File: src/rtl/mem_arbiter.sv
// Two-master (fetch / data) arbiter in front of a single-port, one-cycle-latency memory.
// Define MEM_ARB_RR_EN for round-robin on contention; otherwise the data port has fixed priority.
module mem_arbiter #(
    parameter int DATA_WIDTH = 64,
    parameter int ADDR_WIDTH = 16
) (
    input  logic                  clk,
    input  logic                  rst,
    input  logic                  i_valid,
    output logic                  i_ready,
    input  logic [ADDR_WIDTH-1:0] i_addr,
    output logic                  i_rvalid,
    output logic [DATA_WIDTH-1:0] i_rdata,
    input  logic                  d_valid,
    output logic                  d_ready,
    input  logic                  d_wen,
    input  logic [ADDR_WIDTH-1:0] d_addr,
    input  logic [DATA_WIDTH-1:0] d_wdata,
    output logic                  d_rvalid,
    output logic [DATA_WIDTH-1:0] d_rdata,
    output logic                  mem_valid,
    output logic                  mem_wen,
    output logic [ADDR_WIDTH-1:0] mem_addr,
    output logic [DATA_WIDTH-1:0] mem_wdata,
    input  logic                  mem_rvalid,
    input  logic [DATA_WIDTH-1:0] mem_rdata,
    output logic                  err_spurious
);
    typedef struct packed {
        logic                  wen;
        logic [ADDR_WIDTH-1:0] addr;
        logic [DATA_WIDTH-1:0] wdata;
    } req_t;

    logic                  gnt_i, gnt_d;
    logic                  inflight, owner;
    logic                  route_i, route_d;
    logic [DATA_WIDTH-1:0] i_hold, d_hold;
    req_t                  req;

`ifdef MEM_ARB_RR_EN
    // last_win: 0 = fetch won the most recent contended grant, 1 = data did
    logic last_win;

    assign gnt_d = ~rst & d_valid & ~(i_valid & last_win);
    assign gnt_i = ~rst & i_valid & ~(d_valid & ~last_win);

    always_ff @(posedge clk or posedge rst) begin
        if (rst)
            last_win <= 1'b0;
        else if (i_valid & d_valid)
            last_win <= gnt_d;
    end
`else
    assign gnt_d = ~rst & d_valid;
    assign gnt_i = ~rst & i_valid & ~d_valid;
`endif

    always_comb begin
        req = '0;
        if (gnt_d) begin
            req.wen   = d_wen;
            req.addr  = d_addr;
            req.wdata = d_wdata;
        end else if (gnt_i) begin
            req.addr  = i_addr;
        end
    end

    assign i_ready   = gnt_i;
    assign d_ready   = gnt_d;
    assign mem_valid = gnt_i | gnt_d;
    assign mem_wen   = req.wen;
    assign mem_addr  = req.addr;
    assign mem_wdata = req.wdata;

    // Responses pass straight through on the routed cycle and are held afterwards.
    assign route_i  = mem_rvalid & inflight & ~owner;
    assign route_d  = mem_rvalid & inflight & owner;
    assign i_rvalid = route_i;
    assign d_rvalid = route_d;
    assign i_rdata  = route_i ? mem_rdata : i_hold;
    assign d_rdata  = route_d ? mem_rdata : d_hold;

    always_ff @(posedge clk or posedge rst) begin
        if (rst) begin
            inflight     <= 1'b0;
            owner        <= 1'b0;
            i_hold       <= '0;
            d_hold       <= '0;
            err_spurious <= 1'b0;
        end else begin
            inflight <= mem_valid;
            owner    <= gnt_d;
            if (route_i)
                i_hold <= mem_rdata;
            if (route_d)
                d_hold <= mem_rdata;
            if (mem_rvalid & ~inflight)
                err_spurious <= 1'b1;
        end
    end
endmodule
File: config.mk
export PLATFORM = sky130hd
export DESIGN_NAME = mem_arbiter
export DESIGN_NICKNAME = d
export VERILOG_FILES = /design/src/rtl/mem_arbiter.sv
export SDC_FILE = /design/constraint.sdc
export NUM_CORES = 1
export LEC_CHECK = 0
export CORE_AREA = 8 8 143 145
export DETAILED_ROUTE_END_ITERATION = 7
export DIE_AREA = 0 0 151 153
export DONT_BUFFER_PORTS = 1
export GPL_ROUTABILITY_DRIVEN = 0
export PLACE_DENSITY = 0.51
export SLEW_MARGIN = 20
export SYNTH_ARGS = -nofsm -noshare
export SYNTH_HDL_FRONTEND = slang
export SYNTH_SLANG_ARGS = --single-unit
File: constraint.sdc
create_clock -name clk -period 5.01 [get_ports clk]
set_input_delay 0.2505 -clock clk [delete_from_list [all_inputs] [get_ports clk]]
set_output_delay 0.2505 -clock clk [all_outputs]
set_load 0.005 [all_outputs]
== Word level (Yosys, flattened, before mapping) ==
Index checks and enable logic that the tools add are counted.

* Multiplexer cells: 6
* Bitwise logic cells: 12

{| class="wikitable"
|+ Operators with widths
! kind !! number
|-
| two-way mux 64 bit || 3
|-
| two-way mux 16 bit || 2
|-
| AND 1 bit || 7
|-
| inverter 1 bit || 4
|-
| two-way mux 1 bit || 1
|-
| OR 1 bit || 1
|}

* Register bits after elaboration: 131
* Input port bits: 166
* Output and inout bits: 215
* Word-level logic and storage cells: 23

== Logic depth before layout (Yosys ltp) ==
Gate-level depths: netlist of run 1.

* Depth after elaboration: 5
* Mapped depth: 4
* Mapped depth without buffers: 3

== Worst setup path before layout of run 1 ==
Ideal clock, no wire load.

* Path type: register to output
* Start point: register inflight
* End point: output port i_rdata[14]
* Arrival time: 1.148 ns
* Data required time: 4.760 ns
* Setup slack: 3.611 ns
* Cell stages (with the launch flop): 5
* Buffers on the path: 2
* Cells stage by stage: dfrtp_1 > nand3b_1 > buf_4 > buf_6 > mux2_2

* Word-level cells in the longest chain between the ends: 3

{| class="wikitable"
|+ RTL lines
! item !! line !! text
|-
| start, declared || 36 || <nowiki>logic inflight, owner;</nowiki>
|-
| start signal, assigned || 93 || <nowiki>inflight <= mem_valid;</nowiki>
|-
| AND 1 bit (2 in series) || 78 || <nowiki>assign route_i = mem_rvalid & inflight & ~owner;</nowiki>
|-
| two-way mux 64 bit || -- ||
|-
| end, declared || 13 || <nowiki>output logic [DATA_WIDTH-1:0] i_rdata,</nowiki>
|}

Every way passes these cells.

== Final worst setup path of run 1 ==
* Start point: register inflight
* End point: output port d_rdata[63]

* Word-level cells in the longest chain between the ends: 3

{| class="wikitable"
|+ RTL lines
! item !! line !! text
|-
| AND 1 bit (2 in series) || 79 || <nowiki>assign route_d = mem_rvalid & inflight & owner;</nowiki>
|-
| net d_rvalid || 19 || <nowiki>output logic d_rvalid,</nowiki>
|-
| two-way mux 64 bit || -- ||
|-
| end, declared || 20 || <nowiki>output logic [DATA_WIDTH-1:0] d_rdata,</nowiki>
|}

The timed path passes the listed nets, and every way through them passes these cells.

==> flow_metrics.py, run 1 <==
metrics = {
    "die": {
        "dieArea_um2": 23100,
        "placeableCoreArea_um2": 18300,
        "die_h_um": 153,
        "row_count": 50,
        "die_w_um": 151,
        "ios": 381,
        "initial_core_util_pct": 30.7,
    },
    "clock_network": {
        "clkSinkCount": 131,
        "clk_pin_slew_ns": 0.06,
        "cts-htree-levels": 4,
        "cts_tree": "yes",
        "post-cts-setup-buffer-count": 0,
        "clockRootBuffer": "clkbuf_16",
        "cts_buffers": 17,
        "clk_latency_ns": 0.41,
        "clock_path_buffers": 2,
    },
    "sta": {
        "final.setup.tns_ns": 0,
        "max_freq_ghz": 0.391,
        "hold_violations": 0,
        "fin_skew_ns": 0.00716,
        "drv_slew": 0,
        "whs_ns": 0.0282,
        "final-setup-viol-count": 0,
        "fin_crit_sh_pct": 51.1,
        "layout_min_cycle_time_ns": 2.56,
        "tightestPinTransition_ns": 0.971,
        "rsz0062_at_grt": "no",
        "maxSlewHeadroom_pct": 35.2,
    },
    "status": {
        "status": "complete, no violations",
    },
    "finish": {
        "register_area_um2": 3280,
        "drive_gt1_share_pct": 38.6,
        "layout_common_cells": "dfrtp_1 (131), mux2_2 (128), and2_1 (65), nand3b_1 (17), clkbuf_16 (17)",
        "final_area_um2": 6440,
        "multi_input_area_um2": 2160,
        "fillers": 1779,
        "area_growth_pct": 14.9,
        "layout_commonest_cell": "dfrtp_1",
        "finalNetCount": 574,
    },
    "setup_path": {
        "slowest_stage": "nand3_4",
        "cp_max_fo": 64,
        "worstSetupEndpointType": "output pin",
        "cp_slowest_stage_delay_ns": 0.73,
        "crit_arrival_ns": 2.31,
        "cp_cell_sequence": "nand3_4 > inv_1 > mux2_2",
        "cp.required_ns": 4.76,
        "criticalPathCategory": "flop to output pin",
        "startpoint_type": "flop",
    },
    "synthesis": {
        "synthDistinctLibCells": 17,
        "synth_top_area_share_pct": 58.5,
        "ys_seq_elements": 131,
        "syn-instance-count": 410,
        "synth.net_count": 576,
        "synth_area_leader_cell": "dfrtp_1",
        "syn_area_per_cell_um2": 13.7,
        "ys_seq_area_share_pct": 58.5,
        "synthTopCellsByArea": "dfrtp_1 (58%), mux2_2 (26%), and2_1 (7.3%)",
        "yosys_warnings": 0,
        "syn_area_um2": 5610,
    },
    "placement": {
        "dpl_cell_area_um2": 5780,
        "numPortBuffers": 0,
        "dpl.hpwl_mm": 16.4,
    },
    "route": {
        "first_pass_iters": 4,
        "antenna_left": 0,
        "drtIter0Drc": 121,
        "drc": 0,
        "wl_per_cell_um": 30.4,
        "vias_per_cell": 4.93,
        "wl_mm": 20.0,
        "via_count": 3246,
    },
    "flow_run": {
        "drv_cap": 0,
    },
    "global_route": {
        "grt_max_degree": 82,
        "grt_pass1_vias": 3620,
        "grt_usage_pct": 16.8,
        "antenna_found_initial": 7,
        "grt-ovfl-total": 0,
        "grt_pass1_wl_mm": 27.8,
    },
    "power": {
        "power_density_nw_per_um2": 488,
        "p_leak_nw": 2.77,
        "peakVddDrop_uv": 299,
    },
    "min_path": {
        "min_path_type": "input port to flop",
    },
}
-- sequential cells by signal, summed over array words and instances, names as in the netlist --
register / flops
i_hold: 64
owner: 1
inflight: 1
err_spurious: 1
d_hold: 64
-- kinds of logic (layout without fill, tap and decap cells) --
| kind of cell | after synthesis | in the layout | share of synthesized area [%] |
|---|---|---|---|
| flip-flops | 131 | 131 | 58.5 |
| multiplexers | 128 | 128 | 25.7 |
| AND/OR/NAND/NOR | 103 | 103 | 11.2 |
| buffers and inverters | 31 | 41 | 3.10 |
| AO/OA/AOI/OAI | 17 | 17 | 1.56 |
| other | 0 | 4 | 0 |
-- Yosys cell counts, drive strengths merged --
cell type,n
nor3b,1
and2,65
nand2,16
nor2,2
mux2,128
dfrtp,131
buf,15
inv,4
a21oi,16
and2b,1
nand3b,17
clkbuf,12
a21o,1
nand3,1
-- through the flow --
step	util [%]	instances	power (W)	worst slack [ns]
after floorplan	-	410	0.00172	0.858
after global routing	35.3	658	0.00330	2.29
after global placement	31.7	621	0.00185	2.84
final	35.3	658	0.00314	2.45
after CTS	35.2	654	0.00321	2.37
after detailed placement	31.7	621	0.00187	2.83
-- what timing repair did --
action	CTS	global route
hold buffers	2	0
setup endpoints to repair	0	0
gates resized for setup	0	0
endpoints found under the hold margin	52	0
-- final cells by class --
| cell class | instances | share of cell area, % |
|---|---|---|
| Sequential cell | 131 | 50.9 |
| Multi-Input combinational cell | 248 | 33.6 |
| Clock buffer | 23 | 7.42 |
| Tap cell | 234 | 4.54 |
| Clock inverter | 8 | 2.33 |
| Timing Repair Buffer | 6 | 0.835 |
| Inverter | 4 | 0.272 |
| Antenna cell | 4 | 0.155 |
-- final timing paths --
check / from / to / slack, ns / cells after the start
worst max-delay path: inflight$_DFF_PP0_ / d_rdata[63] / 2.45 / 3
worst min-delay path: mem_rdata[32] / i_hold[32]$_DFF_PP0_ / 0.03 / 1
worst max register to register: inflight$_DFF_PP0_ / d_hold[63]$_DFF_PP0_ / 2.98 / 3
worst min register to register: d_hold[27]$_DFF_PP0_ / d_hold[27]$_DFF_PP0_ / 0.51 / 1
max in group asynchronous: rst / i_hold[44]$_DFF_PP0_ / 3.32 / 3
min in group asynchronous: rst / d_hold[18]$_DFF_PP0_ / 0.48 / 2
-- power breakdown --
group	leakage [nW]	switching, W	internal (W)
clock network	0.303	0.000437	0.000871
registers	1.56	0.0000512	0.00129
logic	0.904	0.000288	0.000209
total	2.77	0.000776	0.00237
-- critical path, delay by kind of cell, from the launching register on --
kind          cells  cell delay [ns]
simple gates      1             0.73
flops             1             0.40
mux               1             0.40
buf+inv           1             0.35
-- layer usage --
layer	vias up	GRT usage (%)	wire, um
li1	1391	-	-
met1	1599	15.8	6310
met2	230	29.9	10600
met3	26	9.57	2750
met4	0	5.61	390
met5	-	0	0
(Power assumes the default switching activity.)
==> run 2, diff against run 1 <==
--- a/config.mk
+++ b/config.mk
@@ -10,7 +10,7 @@
 export DIE_AREA = 0 0 151 153
 export DONT_BUFFER_PORTS = 1
 export GPL_ROUTABILITY_DRIVEN = 0
-export PLACE_DENSITY = 0.51
+export PLACE_DENSITY = 0.52
 export SLEW_MARGIN = 20
 export SYNTH_ARGS = -nofsm -noshare
 export SYNTH_HDL_FRONTEND = slang
==> constraint.sdc (replaced) <==
create_clock -name clk -period 2.35 [get_ports clk]
set_input_delay 0.1175 -clock clk [delete_from_list [all_inputs] [get_ports clk]]
set_output_delay 0.1175 -clock clk [all_outputs]
set_load 0.005 [all_outputs]
==> flow_metrics.py, run 2 (synthesis gave the netlist of run 1 again) <==
metrics = {
    "finish": {
        "layout_common_cells": "dfrtp_1 (131), mux2_2 (128), dlygate4sd3_1 (68), and2_1 (65)",
        "biggestRegsByFlops": "d_hold (64), i_hold (64)",
        "drive_gt1_share_pct": 34.6,
        "layout_commonest_cell": "dfrtp_1",
        "finalNetCount": 644,
        "final_area_um2": 7110,
        "area_growth_pct": 26.7,
    },
    "global_route": {
        "grt-ovfl-total": 0,
        "grt_max_degree": 68,
        "grt_pass1_vias": 3946,
        "antenna_found_initial": 6,
        "grt_usage_pct": 17.4,
        "grt_pass1_wl_mm": 29.1,
    },
    "setup_path": {
        "r2r_start": "inflight$_DFF_PP0_",
        "startpoint_type": "flop",
        "r2r-end": "i_hold[24]$_DFF_PP0_",
        "cp-startpoint": "inflight$_DFF_PP0_",
        "worstSetupPathDepth": 3,
        "worstSetupEndpointType": "output pin",
        "criticalPathCategory": "flop to output pin",
        "cp_slowest_stage_delay_ns": 0.45,
        "cp_cell_sequence": "nand3b_1 > buf_4 > mux2_2",
        "crit_family": "buffers and inverters",
        "slowest_stage": "buf_4",
        "endpoint": "i_rdata[26]",
        "cp_num_buf_inv": 1,
        "cp.required_ns": 2.23,
        "cp_max_fo": 42,
        "r2r_setup_slack_ns": 0.75,
        "r2r_cells": 3,
        "crit_arrival_ns": 1.87,
    },
    "sta": {
        "hold_violations": 0,
        "rsz0062_at_grt": "no",
        "final.setup.tns_ns": 0,
        "tightestPinTransition_ns": 0.705,
        "fin_crit_sh_pct": 84.6,
        "final-setup-viol-count": 0,
        "maxSlewHeadroom_pct": 52.9,
        "whs_ns": 0.217,
        "fin_skew_ns": 0.00583,
        "drv_slew": 0,
        "max_freq_ghz": 0.503,
        "layout_min_cycle_time_ns": 1.99,
    },
    "power": {
        "internal_power_w": 0.00477,
        "sw_frac_of_total_pct": 26.8,
        "netSwitchingPower_w": 0.00175,
        "seq_power_share_pct": 43.8,
        "p_leak_nw": 3.04,
        "clockPowerShare_pct": 37.8,
        "peakVddDrop_uv": 497,
        "power_density_nw_per_um2": 918,
        "pwr-share-comb_pct": 18.4,
    },
    "clock_network": {
        "cts-htree-levels": 4,
        "clockRootBuffer": "clkbuf_16",
        "post-cts-setup-buffer-count": 0,
        "clkSinkCount": 131,
        "cts_buffers": 17,
        "cts_tree": "yes",
        "clk_latency_ns": 0.40,
        "clock_path_buffers": 2,
        "clk_pin_slew_ns": 0.06,
    },
    "die": {
        "dieArea_um2": 23100,
        "row_count": 50,
        "die_w_um": 151,
        "ios": 381,
        "placeableCoreArea_um2": 18300,
        "die_h_um": 153,
        "initial_core_util_pct": 30.7,
    },
    "route": {
        "first_pass_iters": 4,
        "wl_mm": 20.9,
        "wl_per_cell_um": 28.7,
        "via_count": 3539,
        "drc": 0,
        "antenna_left": 0,
        "drtIter0Drc": 87,
        "vias_per_cell": 4.85,
    },
    "min_path": {
        "min_path_type": "input port to flop",
    },
    "status": {
        "status": "complete, no violations",
    },
    "flow_run": {
        "drv_cap": 0,
    },
    "placement": {
        "dpl_cell_area_um2": 5850,
        "dpl.hpwl_mm": 16.8,
        "numPortBuffers": 0,
    },
}
[run 2: changes by cell type in the layout (fill, tap and decap cells not counted), moves of 2 or more]
cell	change
buf_12	+3
buf_4	+2
bufinv_16	-3
clkbuf_1	-3
clkinv_2	+4
clkinvlp_4	+4
dlygate4sd3_1	+66
[run 2: timing repair]
action,in CTS,in global routing
endpoints found under the hold margin,158,0
hold buffers,68,0
gates resized for setup,0,0
[run 2: final cells by class]
cell class | count | area [um2]
Fill cell | 1741 | 11200
Clock inverter | 13 | 111
Timing Repair Buffer | 76 | 778
Clock buffer | 19 | 453
Sequential cell | 131 | 3280
Multi-Input combinational cell | 248 | 2160
Antenna cell | 4 | 10.0
Inverter | 4 | 18.8
Tap cell | 234 | 293
[run 2: worst min path at each step]
stage	to	slack [ns]	cells after the start	startpoint
6_report	d_hold[6]$_DFF_PP0_	0.22	2	mem_rvalid
4_1_cts	owner$_DFF_PP0_	0.20	2	d_valid
5_1_grt	d_hold[7]$_DFF_PP0_	0.25	2	mem_rvalid
2_1_floorplan	err_spurious$_DFFE_PP0P_	0.24	1	mem_rvalid
3_3_place_gp	d_hold[15]$_DFF_PP0_	0.13	1	rst
3_5_place_dp	d_hold[17]$_DFF_PP0_	0.14	1	rst
[run 2: stage by stage]
stage,worst slack [ns],total power [W],util (%),cells
after floorplan,0.150,0.00367,-,410
after global placement,0.806,0.00397,32.0,625
after detailed placement,0.736,0.00401,32.0,625
after CTS,0.336,0.00662,38.8,725
after global routing,0.248,0.00683,38.9,729
final,0.361,0.00652,38.9,729
[run 2: layer usage]
| metal | GRT usage [%] | up-vias | share of wire [%] |
|---|---|---|---|
| met2 | 32.1 | 220 | 54 |
| li1 | - | 1534 | - |
| met5 | 0 | - | 0 |
| met4 | 5.89 | 0 | 1.9 |
| met3 | 8.03 | 20 | 12 |
| met1 | 16.4 | 1765 | 32 |
[run 2: power groups by stage]
stage,logic (W),clock network (W),registers [W]
detailed placement,0.00112,0,0.00289
finish,0.00120,0.00247,0.00286
global route,0.00130,0.00262,0.00291
floorplan,0.000818,0,0.00285
global placement,0.00109,0,0.00287
CTS,0.00123,0.00253,0.00285
[run 2: worst register-to-register path: stages (launching register included)]
cell,delay (ns)
dfrtp_1,0.41
nand3b_1,0.12
buf_4,0.45
mux2_2,0.49
==> run 3, diff against run 2 <==
--- a/config.mk
+++ b/config.mk
@@ -5,12 +5,13 @@
 export SDC_FILE = /design/constraint.sdc
 export NUM_CORES = 1
 export LEC_CHECK = 0
-export CORE_AREA = 8 8 143 145
+export ABC_AREA = 1
+export CORE_AREA = 8 8 141 143
 export DETAILED_ROUTE_END_ITERATION = 7
-export DIE_AREA = 0 0 151 153
+export DIE_AREA = 0 0 149 151
 export DONT_BUFFER_PORTS = 1
 export GPL_ROUTABILITY_DRIVEN = 0
-export PLACE_DENSITY = 0.52
+export PLACE_DENSITY = 0.57
 export SLEW_MARGIN = 20
 export SYNTH_ARGS = -nofsm -noshare
 export SYNTH_HDL_FRONTEND = slang
==> constraint.sdc (replaced) <==
create_clock -name clk -period 1.9 [get_ports clk]
set_input_delay 0.095 -clock clk [delete_from_list [all_inputs] [get_ports clk]]
set_output_delay 0.095 -clock clk [all_outputs]
set_load 0.005 [all_outputs]
==> flow_metrics.py, run 3 <==
metrics = {
    "status": {
        "status": "complete, no violations",
    },
    "die": {
        "die_w_um": 149,
        "initial_core_util_pct": 36.5,
        "row_count": 49,
        "dieArea_um2": 22500,
        "placeableCoreArea_um2": 17700,
        "ios": 381,
        "die_h_um": 151,
    },
    "power": {
        "p_leak_nw": 4.49,
        "peakVddDrop_uv": 566,
        "power_density_nw_per_um2": 1050,
    },
    "finish": {
        "biggestRegsByFlops": "d_hold (64), i_hold (64)",
        "finalNetCount": 1046,
        "drive_gt1_share_pct": 11.0,
        "final_area_um2": 8740,
        "fillers": 1621,
        "multi_input_area_um2": 2560,
        "area_growth_pct": 35.5,
        "layout_commonest_cell": "nand2_1",
        "register_area_um2": 3280,
        "layout_common_cells": "nand2_1 (286), nand4_1 (144), dlygate4sd3_1 (138), dfrtp_1 (129), inv_1 (68)",
    },
    "setup_path": {
        "cp_max_fo": 38,
        "cp.required_ns": 2.25,
        "r2r_cells": 5,
        "startpoint_type": "flop",
        "criticalPathCategory": "flop to flop",
        "crit_arrival_ns": 2.19,
        "worstSetupEndpointType": "flop",
    },
    "synthesis": {
        "yosysMostFrequentCell": "nand2_1",
        "synth_commonest_cells": "nand2_1 (290), nand4_1 (144), dfrtp_1 (131), inv_1 (69), buf_2 (59)",
        "yosys_warnings": 0,
        "syn_area_per_cell_um2": 8.32,
        "ys_seq_area_share_pct": 50.8,
        "synth_edf_count": 0,
        "synthDistinctLibCells": 15,
        "ys_seq_elements": 131,
        "synthFlopType": "dfrtp_1",
        "synthTopCellsByArea": "dfrtp_1 (51%), nand2_1 (17%), nand4_1 (14%)",
        "synth_area_leader_cell": "dfrtp_1",
        "synth.net_count": 941,
        "syn-instance-count": 775,
        "syn_area_um2": 6450,
        "synthArstFlopShare_pct": 100,
        "synth_top_area_share_pct": 50.8,
    },
    "clock_network": {
        "cts-htree-levels": 4,
        "clock_path_buffers": 2,
        "clk_pin_slew_ns": 0.06,
        "clk_latency_ns": 0.42,
        "post-cts-setup-buffer-count": 0,
        "cts_buffers": 17,
        "clkSinkCount": 131,
        "clockRootBuffer": "clkbuf_16",
        "cts_tree": "yes",
    },
    "route": {
        "antenna_left": 0,
        "first_pass_iters": 5,
        "drtIter0Drc": 442,
        "vias_per_cell": 5.35,
        "wl_mm": 27.6,
        "via_count": 6020,
        "wl_per_cell_um": 24.6,
        "drc": 0,
    },
    "sta": {
        "hold_violations": 0,
        "final.setup.tns_ns": 0,
        "rsz0062_at_grt": "no",
        "fin_skew_ns": 0.00780,
        "final-setup-viol-count": 0,
        "max_freq_ghz": 0.542,
        "tightestPinTransition_ns": 0.735,
        "whs_ns": 0.0565,
        "fin_crit_sh_pct": 97.1,
        "maxSlewHeadroom_pct": 51.0,
        "layout_min_cycle_time_ns": 1.85,
        "drv_slew": 0,
    },
    "min_path": {
        "worstHoldPathCells": 3,
        "min_path_type": "input port to flop",
    },
    "placement": {
        "numPortBuffers": 0,
        "dpl.hpwl_mm": 19.1,
        "dpl_cell_area_um2": 6590,
    },
    "global_route": {
        "grt-ovfl-total": 0,
        "grt_pass1_vias": 6072,
        "antenna_found_initial": 3,
        "grt_pass1_wl_mm": 39.6,
        "grt_usage_pct": 23.5,
        "grt_max_degree": 130,
    },
    "flow_run": {
        "drv_cap": 0,
    },
}
## run 3: path summary, 6_finish.rpt
kind | startpoint | to | slack, ns
worst max-delay path | inflight$_DFF_PP0_ | i_hold[55]$_DFF_PP0_ | 0.05
worst min-delay path | rst | inflight$_DFF_PP0_ | 0.06
worst max register to register | inflight$_DFF_PP0_ | i_hold[55]$_DFF_PP0_ | 0.05
worst min register to register | d_hold[0]$_DFF_PP0_ | d_hold[0]$_DFF_PP0_ | 0.48
max in group asynchronous | rst | owner$_DFF_PP0_ | 0.79
min in group asynchronous | rst | i_hold[5]$_DFF_PP0_ | 0.10
## run 3: critical path: stages (launching register included)
cell and delay [ns]:
dfrtp_4 0.56, nand3_4 0.17, buf_12 0.21, nand2_1 0.10, nand2_1 0.13, dlygate4sd3_1 0.57
## run 3: kinds of logic after synthesis
kind of cell    Yosys count  synth area share [%]
flops                   131                  50.8
compound gates            1                 0.116
buf+inv                 140                  10.1
simple gates            503                  39.0
## run 3: where the power goes
| part | total [W] | internal [W] | switching (W) | leakage [nW] |
|---|---|---|---|---|
| clock | 0.00364 | 0.00240 | 0.00124 | 0.313 |
| sequential | 0.00347 | 0.00333 | 0.000149 | 1.63 |
| combinational | 0.00206 | 0.000824 | 0.00124 | 2.54 |
| total | 0.00918 | 0.00655 | 0.00263 | 4.49 |
## run 3: routing by layer
layer / track usage [%] / routed length, um / vias to the layer above / share of wire, %
met4: 9.44 / 822 / 0 / 3.0
met3: 10.5 / 3050 / 54 / 11
met1: 26.8 / 10100 / 2881 / 37
met5: 0 / 0 / - / 0
li1: - / - / 2733 / -
met2: 38.0 / 13700 / 352 / 49
## run 3: stage by stage
stage	power [W]	utilization (%)	instances	setup WS, ns
floorplan	0.00453	-	775	0.297
global placement	0.00493	37.3	950	0.443
detailed placement	0.00495	37.3	950	0.478
CTS	0.00922	49.0	1120	0.00923
global route	0.00964	49.4	1123	0.0000351
finish	0.00918	49.5	1125	0.0542
## run 3: final cells by class
type | instances | share of cell area, %
multi-input combinational | 504 | 29.3
timing repair buffer | 154 | 19.0
tap | 229 | 3.28
clock buffer | 20 | 5.23
inverter | 72 | 3.21
sequential | 131 | 37.6
antenna | 4 | 0.115
clock inverter | 11 | 2.29
## run 3: what timing repair did
item	CTS	global route
endpoints found under the setup margin	0	70
hold endpoints to repair	262	0
hold buffers	139	0
resized for setup	0	12
